**src/rtl/lcd_hd44780_ctrl_pkg.sv**
```systemverilog
// rtl/lcd_hd44780_ctrl_pkg.sv - package lcd_pkg: word ROM, LCD command bytes, FSM state types
package lcd_pkg;

    localparam logic [7:0] FUNC_SET = 8'h38;
    localparam logic [7:0] DISP_ON  = 8'h0C;
    localparam logic [7:0] CLEAR    = 8'h01;
    localparam logic [7:0] ENTRY    = 8'h06;
    localparam logic [7:0] DDRAM0   = 8'h80;

    // Index 0 is the most significant 64-bit slice; characters are left to right.
    localparam logic [0:7][63:0] WORD_ROM = {
        "WELCOME ", "RECORD  ", "UP      ", "DOWN    ",
        "LEFT    ", "RIGHT   ", "STOP    ", "----    "
    };

    typedef enum logic [2:0] {
        ST_PWRUP,
        ST_INIT,
        ST_IDLE,
        ST_ADDR,
        ST_CHARS
    } top_state_e;

    typedef enum logic [2:0] {
        WR_PWRUP,
        WR_IDLE,
        WR_SETUP,
        WR_PULSE,
        WR_HOLD
    } wr_state_e;

    function automatic logic [7:0] word_char(input logic [2:0] sel, input logic [2:0] idx);
        logic [63:0] w;
        w = WORD_ROM[sel] << {idx, 3'b000};
        return w[63:56];
    endfunction

    function automatic logic [7:0] init_cmd(input logic [1:0] idx);
        logic [7:0] cmd;
        case (idx)
            2'd0:    cmd = FUNC_SET;
            2'd1:    cmd = DISP_ON;
            2'd2:    cmd = CLEAR;
            default: cmd = ENTRY;
        endcase
        return cmd;
    endfunction

endpackage

```
**src/rtl/lcd_hd44780_ctrl_if.sv**
```systemverilog
// rtl/lcd_hd44780_ctrl_if.sv - word request handshake and LCD pin bundle
interface lcd_hd44780_ctrl_if;
    logic       word_valid;
    logic [2:0] word_sel;
    logic       word_ready;
    logic       disp_done;
    logic       init_done;
    logic [7:0] lcd_data;
    logic       lcd_rs;
    logic       lcd_rw;
    logic       lcd_en;

    modport master (
        output word_valid, word_sel,
        input  word_ready, disp_done, init_done, lcd_data, lcd_rs, lcd_rw, lcd_en
    );

    modport slave (
        input  word_valid, word_sel,
        output word_ready, disp_done, init_done, lcd_data, lcd_rs, lcd_rw, lcd_en
    );
endinterface

```
**src/rtl/lcd_hd44780_ctrl_byte_writer.sv**
```systemverilog
// rtl/lcd_hd44780_ctrl_byte_writer.sv - lcd_byte_writer: SETUP/PULSE/HOLD byte engine, owns the delay counter
module lcd_byte_writer
    import lcd_pkg::*;
#(
    parameter int PWRUP_CYC = 750_000,
    parameter int E_CYC     = 25,
    parameter int CMD_CYC   = 2_000,
    parameter int CLR_CYC   = 82_000
) (
    input  logic       clk,
    input  logic       rstb,
    input  logic       start_i,
    input  logic [7:0] byte_i,
    input  logic       rs_i,
    output logic       done_o,
    output logic       idle_o,
    output logic [7:0] lcd_data_o,
    output logic       lcd_rs_o,
    output logic       lcd_en_o
);
    localparam int MAX_CYC = (PWRUP_CYC > CLR_CYC) ? PWRUP_CYC : CLR_CYC;
    localparam int CW      = $clog2(MAX_CYC + 1);

    localparam logic [CW-1:0] PWRUP_LD = CW'(PWRUP_CYC - 1);
    localparam logic [CW-1:0] E_LD     = CW'(E_CYC - 1);
    localparam logic [CW-1:0] CMD_LD   = CW'(CMD_CYC - 1);
    localparam logic [CW-1:0] CLR_LD   = CW'(CLR_CYC - 1);

    wr_state_e     state_q, state_d;
    logic [CW-1:0] cnt_q, cnt_d;
    logic [7:0]    data_q, data_d;
    logic          rs_q, rs_d;
    logic          done;

    always_ff @(posedge clk or negedge rstb) begin
        if (!rstb) begin
            state_q <= WR_PWRUP;
            cnt_q   <= PWRUP_LD;
            data_q  <= 8'h00;
            rs_q    <= 1'b0;
        end else begin
            state_q <= state_d;
            cnt_q   <= cnt_d;
            data_q  <= data_d;
            rs_q    <= rs_d;
        end
    end

    // done is raised in the last wait cycle so the next byte's SETUP follows with no gap.
    always_comb begin
        state_d = state_q;
        cnt_d   = (cnt_q != '0) ? cnt_q - 1'b1 : cnt_q;
        data_d  = data_q;
        rs_d    = rs_q;
        done    = 1'b0;
        case (state_q)
            WR_PWRUP: begin
                if (cnt_q == '0) begin
                    done    = 1'b1;
                    state_d = WR_IDLE;
                end
            end
            WR_SETUP: begin
                state_d = WR_PULSE;
                cnt_d   = E_LD;
            end
            WR_PULSE: begin
                if (cnt_q == '0) begin
                    state_d = WR_HOLD;
                    cnt_d   = (!rs_q && data_q == CLEAR) ? CLR_LD : CMD_LD;
                end
            end
            WR_HOLD: begin
                if (cnt_q == '0) begin
                    done    = 1'b1;
                    state_d = WR_IDLE;
                end
            end
            default: ;
        endcase
        if (start_i && (state_q == WR_IDLE || done)) begin
            state_d = WR_SETUP;
            data_d  = byte_i;
            rs_d    = rs_i;
        end
    end

    assign done_o     = done;
    assign idle_o     = (state_q == WR_IDLE);
    assign lcd_data_o = data_q;
    assign lcd_rs_o   = rs_q;
    assign lcd_en_o   = (state_q == WR_PULSE);

endmodule

```
**src/rtl/lcd_hd44780_ctrl.sv**
```systemverilog
// rtl/lcd_hd44780_ctrl.sv - HD44780 init and full-word write sequencer; LCD_SKIP_REPEAT_EN skips repeated words
module lcd_hd44780_ctrl
    import lcd_pkg::*;
#(
    parameter int CLK_FREQ  = 50_000_000,
    parameter int PWRUP_CYC = 750_000,
    parameter int E_CYC     = 25,
    parameter int CMD_CYC   = 2_000,
    parameter int CLR_CYC   = 82_000
) (
    input  logic               clk,
    input  logic               rstb,
    lcd_hd44780_ctrl_if.slave  bus
);
    if (CLK_FREQ <= 0) begin : g_clk_freq_check
        $error("CLK_FREQ must be positive");
    end

    top_state_e state_q, state_d;
    logic [3:0] idx_q, idx_d;
    logic [2:0] sel_q, sel_d;
    logic       done_q, done_d;
    logic       init_q, init_d;

    logic       wr_start, wr_rs, wr_done, wr_idle;
    logic [7:0] wr_byte;

`ifdef LCD_SKIP_REPEAT_EN
    logic [2:0] last_q, last_d;
    logic       last_vld_q, last_vld_d;
    logic       skip_q, skip_d;
`endif

    lcd_byte_writer #(
        .PWRUP_CYC (PWRUP_CYC),
        .E_CYC     (E_CYC),
        .CMD_CYC   (CMD_CYC),
        .CLR_CYC   (CLR_CYC)
    ) u_writer (
        .clk        (clk),
        .rstb       (rstb),
        .start_i    (wr_start),
        .byte_i     (wr_byte),
        .rs_i       (wr_rs),
        .done_o     (wr_done),
        .idle_o     (wr_idle),
        .lcd_data_o (bus.lcd_data),
        .lcd_rs_o   (bus.lcd_rs),
        .lcd_en_o   (bus.lcd_en)
    );

    always_ff @(posedge clk or negedge rstb) begin
        if (!rstb) begin
            state_q    <= ST_PWRUP;
            idx_q      <= 4'd0;
            sel_q      <= 3'd0;
            done_q     <= 1'b0;
            init_q     <= 1'b0;
`ifdef LCD_SKIP_REPEAT_EN
            last_q     <= 3'd0;
            last_vld_q <= 1'b0;
            skip_q     <= 1'b0;
`endif
        end else begin
            state_q    <= state_d;
            idx_q      <= idx_d;
            sel_q      <= sel_d;
            done_q     <= done_d;
            init_q     <= init_d;
`ifdef LCD_SKIP_REPEAT_EN
            last_q     <= last_d;
            last_vld_q <= last_vld_d;
            skip_q     <= skip_d;
`endif
        end
    end

    always_comb begin
        state_d    = state_q;
        idx_d      = idx_q;
        sel_d      = sel_q;
        done_d     = 1'b0;
        init_d     = init_q;
        wr_start   = 1'b0;
        wr_byte    = 8'h00;
        wr_rs      = 1'b0;
`ifdef LCD_SKIP_REPEAT_EN
        last_d     = last_q;
        last_vld_d = last_vld_q;
        skip_d     = 1'b0;
`endif
        case (state_q)
            ST_PWRUP: begin
                if (wr_done) begin
                    wr_start = 1'b1;
                    wr_byte  = init_cmd(2'd0);
                    idx_d    = 4'd1;
                    state_d  = ST_INIT;
                end
            end
            ST_INIT: begin
                if (wr_done) begin
                    if (idx_q == 4'd4) begin
                        state_d = ST_IDLE;
                        init_d  = 1'b1;
                    end else begin
                        wr_start = 1'b1;
                        wr_byte  = init_cmd(idx_q[1:0]);
                        idx_d    = idx_q + 4'd1;
                    end
                end
            end
            ST_IDLE: begin
`ifdef LCD_SKIP_REPEAT_EN
                done_d = skip_q;
                if (bus.word_valid) begin
                    if (last_vld_q && bus.word_sel == last_q) begin
                        skip_d = 1'b1;
                    end else begin
                        sel_d   = bus.word_sel;
                        state_d = ST_ADDR;
                    end
                end
`else
                if (bus.word_valid) begin
                    sel_d   = bus.word_sel;
                    state_d = ST_ADDR;
                end
`endif
            end
            ST_ADDR: begin
                // The writer is idle only on the entry cycle; afterwards wait for the address byte to finish.
                if (wr_idle) begin
                    wr_start = 1'b1;
                    wr_byte  = DDRAM0;
                end else if (wr_done) begin
                    wr_start = 1'b1;
                    wr_byte  = word_char(sel_q, 3'd0);
                    wr_rs    = 1'b1;
                    idx_d    = 4'd1;
                    state_d  = ST_CHARS;
                end
            end
            ST_CHARS: begin
                if (wr_done) begin
                    if (idx_q == 4'd8) begin
                        state_d    = ST_IDLE;
                        done_d     = 1'b1;
`ifdef LCD_SKIP_REPEAT_EN
                        last_d     = sel_q;
                        last_vld_d = 1'b1;
`endif
                    end else begin
                        wr_start = 1'b1;
                        wr_byte  = word_char(sel_q, idx_q[2:0]);
                        wr_rs    = 1'b1;
                        idx_d    = idx_q + 4'd1;
                    end
                end
            end
            default: state_d = ST_PWRUP;
        endcase
    end

    assign bus.word_ready = (state_q == ST_IDLE);
    assign bus.disp_done  = done_q;
    assign bus.init_done  = init_q;
    assign bus.lcd_rw     = 1'b0;

endmodule

```
**src/flat_wrapper.sv**
```systemverilog
// flat-port wrapper written by rule: the top's interface ports become plain ports
module lcd_hd44780_ctrl_flat import lcd_pkg::*;
#(
    parameter int CLK_FREQ  = 50_000_000,
    parameter int PWRUP_CYC = 750_000,
    parameter int E_CYC     = 25,
    parameter int CMD_CYC   = 2_000,
    parameter int CLR_CYC   = 82_000
)
  (clk, rstb, bus_word_valid, bus_word_sel, bus_word_ready, bus_disp_done, bus_init_done, bus_lcd_data, bus_lcd_rs, bus_lcd_rw, bus_lcd_en);
  lcd_hd44780_ctrl_if bus_i ();
  input  logic clk;
  input  logic rstb;
  input wire logic [$bits(bus_i.word_valid)-1:0] bus_word_valid;
  input wire logic [$bits(bus_i.word_sel)-1:0] bus_word_sel;
  output wire logic [$bits(bus_i.word_ready)-1:0] bus_word_ready;
  output wire logic [$bits(bus_i.disp_done)-1:0] bus_disp_done;
  output wire logic [$bits(bus_i.init_done)-1:0] bus_init_done;
  output wire logic [$bits(bus_i.lcd_data)-1:0] bus_lcd_data;
  output wire logic [$bits(bus_i.lcd_rs)-1:0] bus_lcd_rs;
  output wire logic [$bits(bus_i.lcd_rw)-1:0] bus_lcd_rw;
  output wire logic [$bits(bus_i.lcd_en)-1:0] bus_lcd_en;
  assign bus_i.word_valid = bus_word_valid;
  assign bus_i.word_sel = bus_word_sel;
  assign bus_word_ready = bus_i.word_ready;
  assign bus_disp_done = bus_i.disp_done;
  assign bus_init_done = bus_i.init_done;
  assign bus_lcd_data = bus_i.lcd_data;
  assign bus_lcd_rs = bus_i.lcd_rs;
  assign bus_lcd_rw = bus_i.lcd_rw;
  assign bus_lcd_en = bus_i.lcd_en;
  lcd_hd44780_ctrl #(.CLK_FREQ(CLK_FREQ), .PWRUP_CYC(PWRUP_CYC), .E_CYC(E_CYC), .CMD_CYC(CMD_CYC), .CLR_CYC(CLR_CYC)) u_core (.clk(clk), .rstb(rstb), .bus(bus_i));
endmodule
```
**config.mk**
```make
export PLATFORM = sky130hd
export DESIGN_NAME = lcd_hd44780_ctrl_flat
export DESIGN_NICKNAME = d
export VERILOG_FILES = /design/src/rtl/lcd_hd44780_ctrl_pkg.sv /design/src/rtl/lcd_hd44780_ctrl_if.sv /design/src/rtl/lcd_hd44780_ctrl_byte_writer.sv /design/src/rtl/lcd_hd44780_ctrl.sv /design/src/flat_wrapper.sv
export SDC_FILE = /design/constraint.sdc
export NUM_CORES = 1
export LEC_CHECK = 0
export CORE_MARGIN = 10
export CORE_UTILIZATION = 64
export CTS_CLUSTER_DIAMETER = 100
export DETAILED_ROUTE_END_ITERATION = 16
export PLACE_DENSITY = 0.85
export SLEW_MARGIN = 20
export SYNTH_ARGS = -nofsm -noshare
export SYNTH_HDL_FRONTEND = slang
export SYNTH_SLANG_ARGS = --single-unit
```
**constraint.sdc**
```tcl
create_clock -name clk -period 6.9 [get_ports clk]
set_input_delay 1.38 -clock clk [delete_from_list [all_inputs] [get_ports clk]]
set_output_delay 1.38 -clock clk [all_outputs]
set_load 0.05 [all_outputs]
```
; ---- After elaboration in Yosys (flattened, before gate mapping)
; Memory sizes are Yosys's and may differ from the RTL's.
; Index checks and enable logic that the tools add are counted.
[classes]
n_shift = 1
n_lt_le_gt_ge = 1
div = 0
mux = 49
eq_ne = 25
reduce_logical = 17
bitwise = 1
mul = 0
addsub = 2
[ops]
columns = op, n
row1 = 2-to-1 mux 64 bit, 2
row2 = left shift 64 x 6 -> 64 bit, 1
row3 = 2-to-1 mux 8 bit, 6
row4 = 2-to-1 mux 20 bit, 2
row5 = one-hot mux 20 bit (2 select lines), 1
row6 = 2-to-1 mux 3 bit, 11
row7 = one-hot mux 8 bit (4 select lines), 1
row8 = 2-to-1 mux 4 bit, 6
row9 = logical NOT 20 bit, 1
row10 = nonzero test 20 bit, 1
row11 = subtractor 20 x 1 -> 20 bit (second input constant), 1
row12 = one-hot mux 6 bit (3 select lines), 1
row13 = 2-to-1 mux 17 bit, 1
row14 = != test 2 bit (second input constant), 8
row15 = one-hot mux 4 bit (4 select lines), 1
row16 = one-hot mux 3 bit (5 select lines), 1
row17 = == test 3 x 2 -> 1 bit (second input constant), 4
row18 = 2-to-1 mux 1 bit, 12
row19 = one-hot mux 3 bit (3 select lines), 1
row20 = == test 8 x 1 -> 1 bit (second input constant), 1
row21 = AND reduction 8 bit, 1
row22 = nonzero test 4 bit, 2
row23 = == test 3 x 1 -> 1 bit (second input constant), 2
row24 = == test 3 bit (second input constant), 2
row25 = other kinds (21), 26
[totals]
inputBits = 6
out_inout_bits = 14
latch_bits = 0
rom_bits = 512
mem_count = 1
register_bits = 44
ram_bits = 0
elab_cells = 106
[memory_table]
columns = name, depth, word_bits, rd, rd_ports_with_merged_regs, write_ports, line_no
row1 = (name not given), 8, 64, 1, 0, 0, lcd_hd44780_ctrl_pkg.sv:34  ; w = WORD_ROM[sel] << {idx, 3'b000};

; ---- Logic depth before layout (Yosys ltp)
[logic_depth]
ltp_word = 9
depth_mapped = 10
depth_no_buf = 9

; ---- Hierarchy
; From an unflattened synthesis, not the netlist that was laid out.
[unflattened]
cells_unflattened = 357
hier_area_um2 = 3256.9
[modules_own_cells]
columns = mod, cells_per_inst, area_each_um2, seq_area_each_um2, n_inst
row1 = lcd_byte_writer, 171, 1769.2, 817.0, 1
row2 = lcd_hd44780_ctrl, 186, 1487.7, 300.3, 1

; ---- Worst setup path after synthesis
; OpenSTA, ideal clock, no wires.
[synth_path]
path_type = reg-to-output
startpoint = reg u_core.u_writer.state_q[1]
endpoint = out bus_lcd_en
t_required_ns = 5.520
setup_slack_ns = 4.014
stages_incl_launch_ff = 5
arrival_time_ns = 1.506
n_path_buf = 2
path_cell_list = dfrtp_1 -> clkbuf_1 -> nand2b_1 -> clkbuf_1 -> nor2_1
[synth_between]
elab_chain_len = 1
[synth_lines]
columns = element, line_no
row1 = start: declaration, lcd_hd44780_ctrl_byte_writer.sv:29  ; wr_state_e state_q, state_d;
row2 = start signal: assignment, lcd_hd44780_ctrl_byte_writer.sv:42  ; state_q <= state_d;
row3 = == test 3 x 2 -> 1 bit, lcd_hd44780_ctrl_byte_writer.sv:92  ; assign lcd_en_o = (state_q == WR_PULSE);
row4 = end: declaration, flat_wrapper.sv:22  ; output wire logic [$bits(bus_i.lcd_en)-1:0] bus_lcd_en;
; Every way passes these cells.

; ---- Final worst setup path
[layout_path]
startpoint = reg u_core.state_q[1]
endpoint = out bus_word_ready
[layout_between]
elab_chain_len = 1
[layout_lines]
columns = element, line_no
row1 = start: declaration, lcd_hd44780_ctrl.sv:19  ; top_state_e state_q, state_d;
row2 = start signal: assignment, lcd_hd44780_ctrl.sv:65  ; state_q <= state_d;
row3 = == test 3 x 2 -> 1 bit, lcd_hd44780_ctrl.sv:165  ; assign bus.word_ready = (state_q == ST_IDLE);
row4 = end: declaration, flat_wrapper.sv:16  ; output wire logic [$bits(bus_i.word_ready)-1:0] bus_word_ready;
; Every way passes these cells.

==> flow_summary_export.csv <==
group,metric,value,unit
critical_path,crit_fanout,17,
status,status,"finished clean",
floorplanning,dieWidth,88.3,um
synth,synth_adder_area_share,6.28,%
cts,cts_tree,"yes",
sta,setup_viol,0,
detailed_routing,vias,2698,
sta,slew_violations,0,
global_routing,track_usage,18.8,%
cts,ctsHoldBuffers,0,
synth,synth_area,2990,um^2
placement,io_buffer_count,18,
synth,synth_top_family_by_area,"simple AND/OR/NAND/NOR gates",
critical_path,cp-end-kind,"output port",
cts,cts_root_buffer,"clkbuf_8",
cts,h-tree-depth,2,
detailed_routing,drc,0,
global_routing,grt_max_degree,45,
synth,syn_nets,374,
detailed_routing,ant_nets,0,
cts,cts_num_sinks,44,
sta,tns,0,ps
critical_path,crit_type,"reg2out",
finish,stdcell_area,3240,um^2
min_path,holdCritPathClass,"reg2reg",
global_routing,grt_first_pass_wirelength,11800,um
synth,synth_compound_area_share,22.6,%
floorplanning,io_pins,20,
sta,period_needed,3520,ps
floorplanning,die_area,7800,um^2
critical_path,required,5520,ps
power,vdd_drop_max,0.0763,mV
detailed_routing,avgViaCountPerCell,6.53,
critical_path,cp.arrival,2140,ps
cts,clkLatencyLatePin,300,ps
placement,placed_cell_area,3140,um^2
cts,path_clk_slew,80,ps
synth,synthTopCellsByArea,"dfrtp_1 26%, dfstp_2 11%, ha_1 6.3%, o21ai_0 4.9%, a21oi_1 4.7%",
synth,netlist.area_leader.share,26.0,%
sta,relSlewSlack,36.1,%
floorplanning,start_util,67.2,%
synth,netlist_instances,353,
synth,synth-edff-count,0,
floorplanning,die_h,88.3,um
sta,fin_skew,10.7,ps
power,p_per_area,143,nW/um^2
global_routing,gr-total-overflow,0,
synth,synth_mux_area_share,0,%
cts,cts_buffer_depth,2,
critical_path,cp-start-kind,"register",
synth,synth_most_common_cell,"nand2_1",
synth,synthSimpleGateAreaFrac,26.6,%
placement,pre_cts_ws,3560,ps
synth,ys_warn_count,0,
finish,drive_above_1_share,9.14,%
cts,cts_resized,0,
detailed_routing,drt_wl_total,7320,um
power,leakage,1.42,nW
synth,ys_seq_area_share,37.4,%
placement,dp_hpwl,5220,um
sta,min_period_over_period,51.0,%
sta,fmax,0.284,GHz
sta,fin_ws,3380,ps
power,power.total,0.463,mW
flow_run,maxCapViolCount,0,
synth,synth_cell_type_count,60,
sta,max_slew.worst_pin.slew,959,ps
floorplanning,fp.coreArea,4440,um^2
global_routing,antenna_found_initial,0,
synth,ys_seq_elements,44,
sta,rsz0062_at_grt,"no",
cts,cts_setup_buffers,0,
cts,cts_made_buffers,5,
synth,synthArstFlopShare,100,%
finish,nNetsFinal,381,
placement,gp_congestion,1.02,
detailed_routing,drtIter0Drc,179,
detailed_routing,wl_per_cell,17.7,um
sta,hold_viol,0,
synth,netlist_top_cells_count,"37 x nand2_1, 34 x nor2_1, 31 x dfrtp_1",
synth,yosys.area.top_type,"dfrtp_1",
synth,yosys_most_used_dff,"dfrtp_1",
synth,synth-xor-area-share,2.64,%
synth,synth.avg_cell_area,8.46,um^2
finish,area_growth,8.63,%
finish,antenna_cells,0,
detailed_routing,dr.pass1.iters,4,
global_routing,grt_pass1_vias,2463,
floorplanning,rows,24,
==> where the power goes <==
part           internal [mW]  switching, mW
registers              0.258              0
logic                0.00218        0.00627
clock network          0.108         0.0887
==> layout by cell type (no fill, tap or decap), drive strengths merged, types with 3 or more instances in the layout <==
cell,instances
nor2b,8
clkdlybuf4s50,17
nor2,34
nand2,37
or4,9
clkbuf,6
inv,10
a21oi,30
and2,4
dfstp,13
o211ai,3
nor4,6
or3,5
o31ai,4
a211oi,8
nand3,5
xnor2,7
nand4,3
nand2b,11
nor3,17
a311oi,4
a31oi,4
dfrtp,31
o21ai,30
ha,15
==> cell families after synthesis <==
kind of cell	count (synthesis)
XOR/XNOR	9
other	1
buffers and inverters	29
AO/OA/AOI/OAI	104
AND/OR/NAND/NOR	151
adder cells (fa/ha/maj)	15
flip-flops	44
==> sequential cells by signal, summed over array words and instances, names as in the netlist, 3 cells and up <==
register,cells
u_core.idx_q,4
u_core.u_writer.lcd_data_o,8
u_core.state_q,3
u_core.sel_q,3
u_core.u_writer.cnt_q,20
u_core.u_writer.state_q,3
==> layer usage <==
| metal | GRT usage (%) | vias to the layer above | part of all wire, % |
|---|---|---|---|
| met2 | 32.2 | 103 | 50 |
| met5 | 0 | - | 0 |
| met3 | 3.03 | 23 | 5.2 |
| met4 | 7.05 | 0 | 2.8 |
| met1 | 23.1 | 1276 | 42 |
| li1 | - | 1296 | - |
==> metrics by stage <==
step / hold slack (ps) / util, % / std cells
6_report: 484 / 73.0 / 413
4_1_cts: 489 / 73.0 / 413
5_1_grt: 515 / 73.0 / 413
3_5_place_dp: 469 / 70.6 / 405
2_1_floorplan: 496 / - / 353
3_3_place_gp: 484 / 70.6 / 405
==> critical path, stage by stage (launching register included) <==
cell and delay [ps]:
dfrtp_1 700, nand2b_1 180, nor2_1 150, clkdlybuf4s50_1 820
==> final timing paths <==
kind                                             startpoint                                  end  slack [ps]  cells past startpoint
max in group asynchronous                              rstb          u_core.sel_q[0]$_DFFE_PN0P_        5060                      1
min in group asynchronous                              rstb  u_core.u_writer.cnt_q[11]$_DFF_PN0_        1220                      1
max                           u_core.state_q[1]$_DFFE_PN0P_                       bus_word_ready        3380                      3
min reg2reg                u_core.bus.init_done$_DFFE_PN0P_     u_core.bus.init_done$_DFFE_PN0P_         480                      1
min                        u_core.bus.init_done$_DFFE_PN0P_     u_core.bus.init_done$_DFFE_PN0P_         480                      1
max reg2reg                     u_core.idx_q[0]$_DFFE_PN0P_          u_core.idx_q[2]$_DFFE_PN0P_        3470                      8
==> final cells by class <==
| cell class | instances | area [um^2] |
|---|---|---|
| flip-flops and latches | 44 | 1120 |
| repair buffers | 18 | 175 |
| clock inverters | 2 | 35.0 |
| clock buffers | 6 | 72.6 |
| well taps | 52 | 65.1 |
| inverters | 11 | 41.3 |
| multi-input cells | 280 | 1740 |
| fillers | 349 | 1200 |
(Power assumes the default switching activity.)
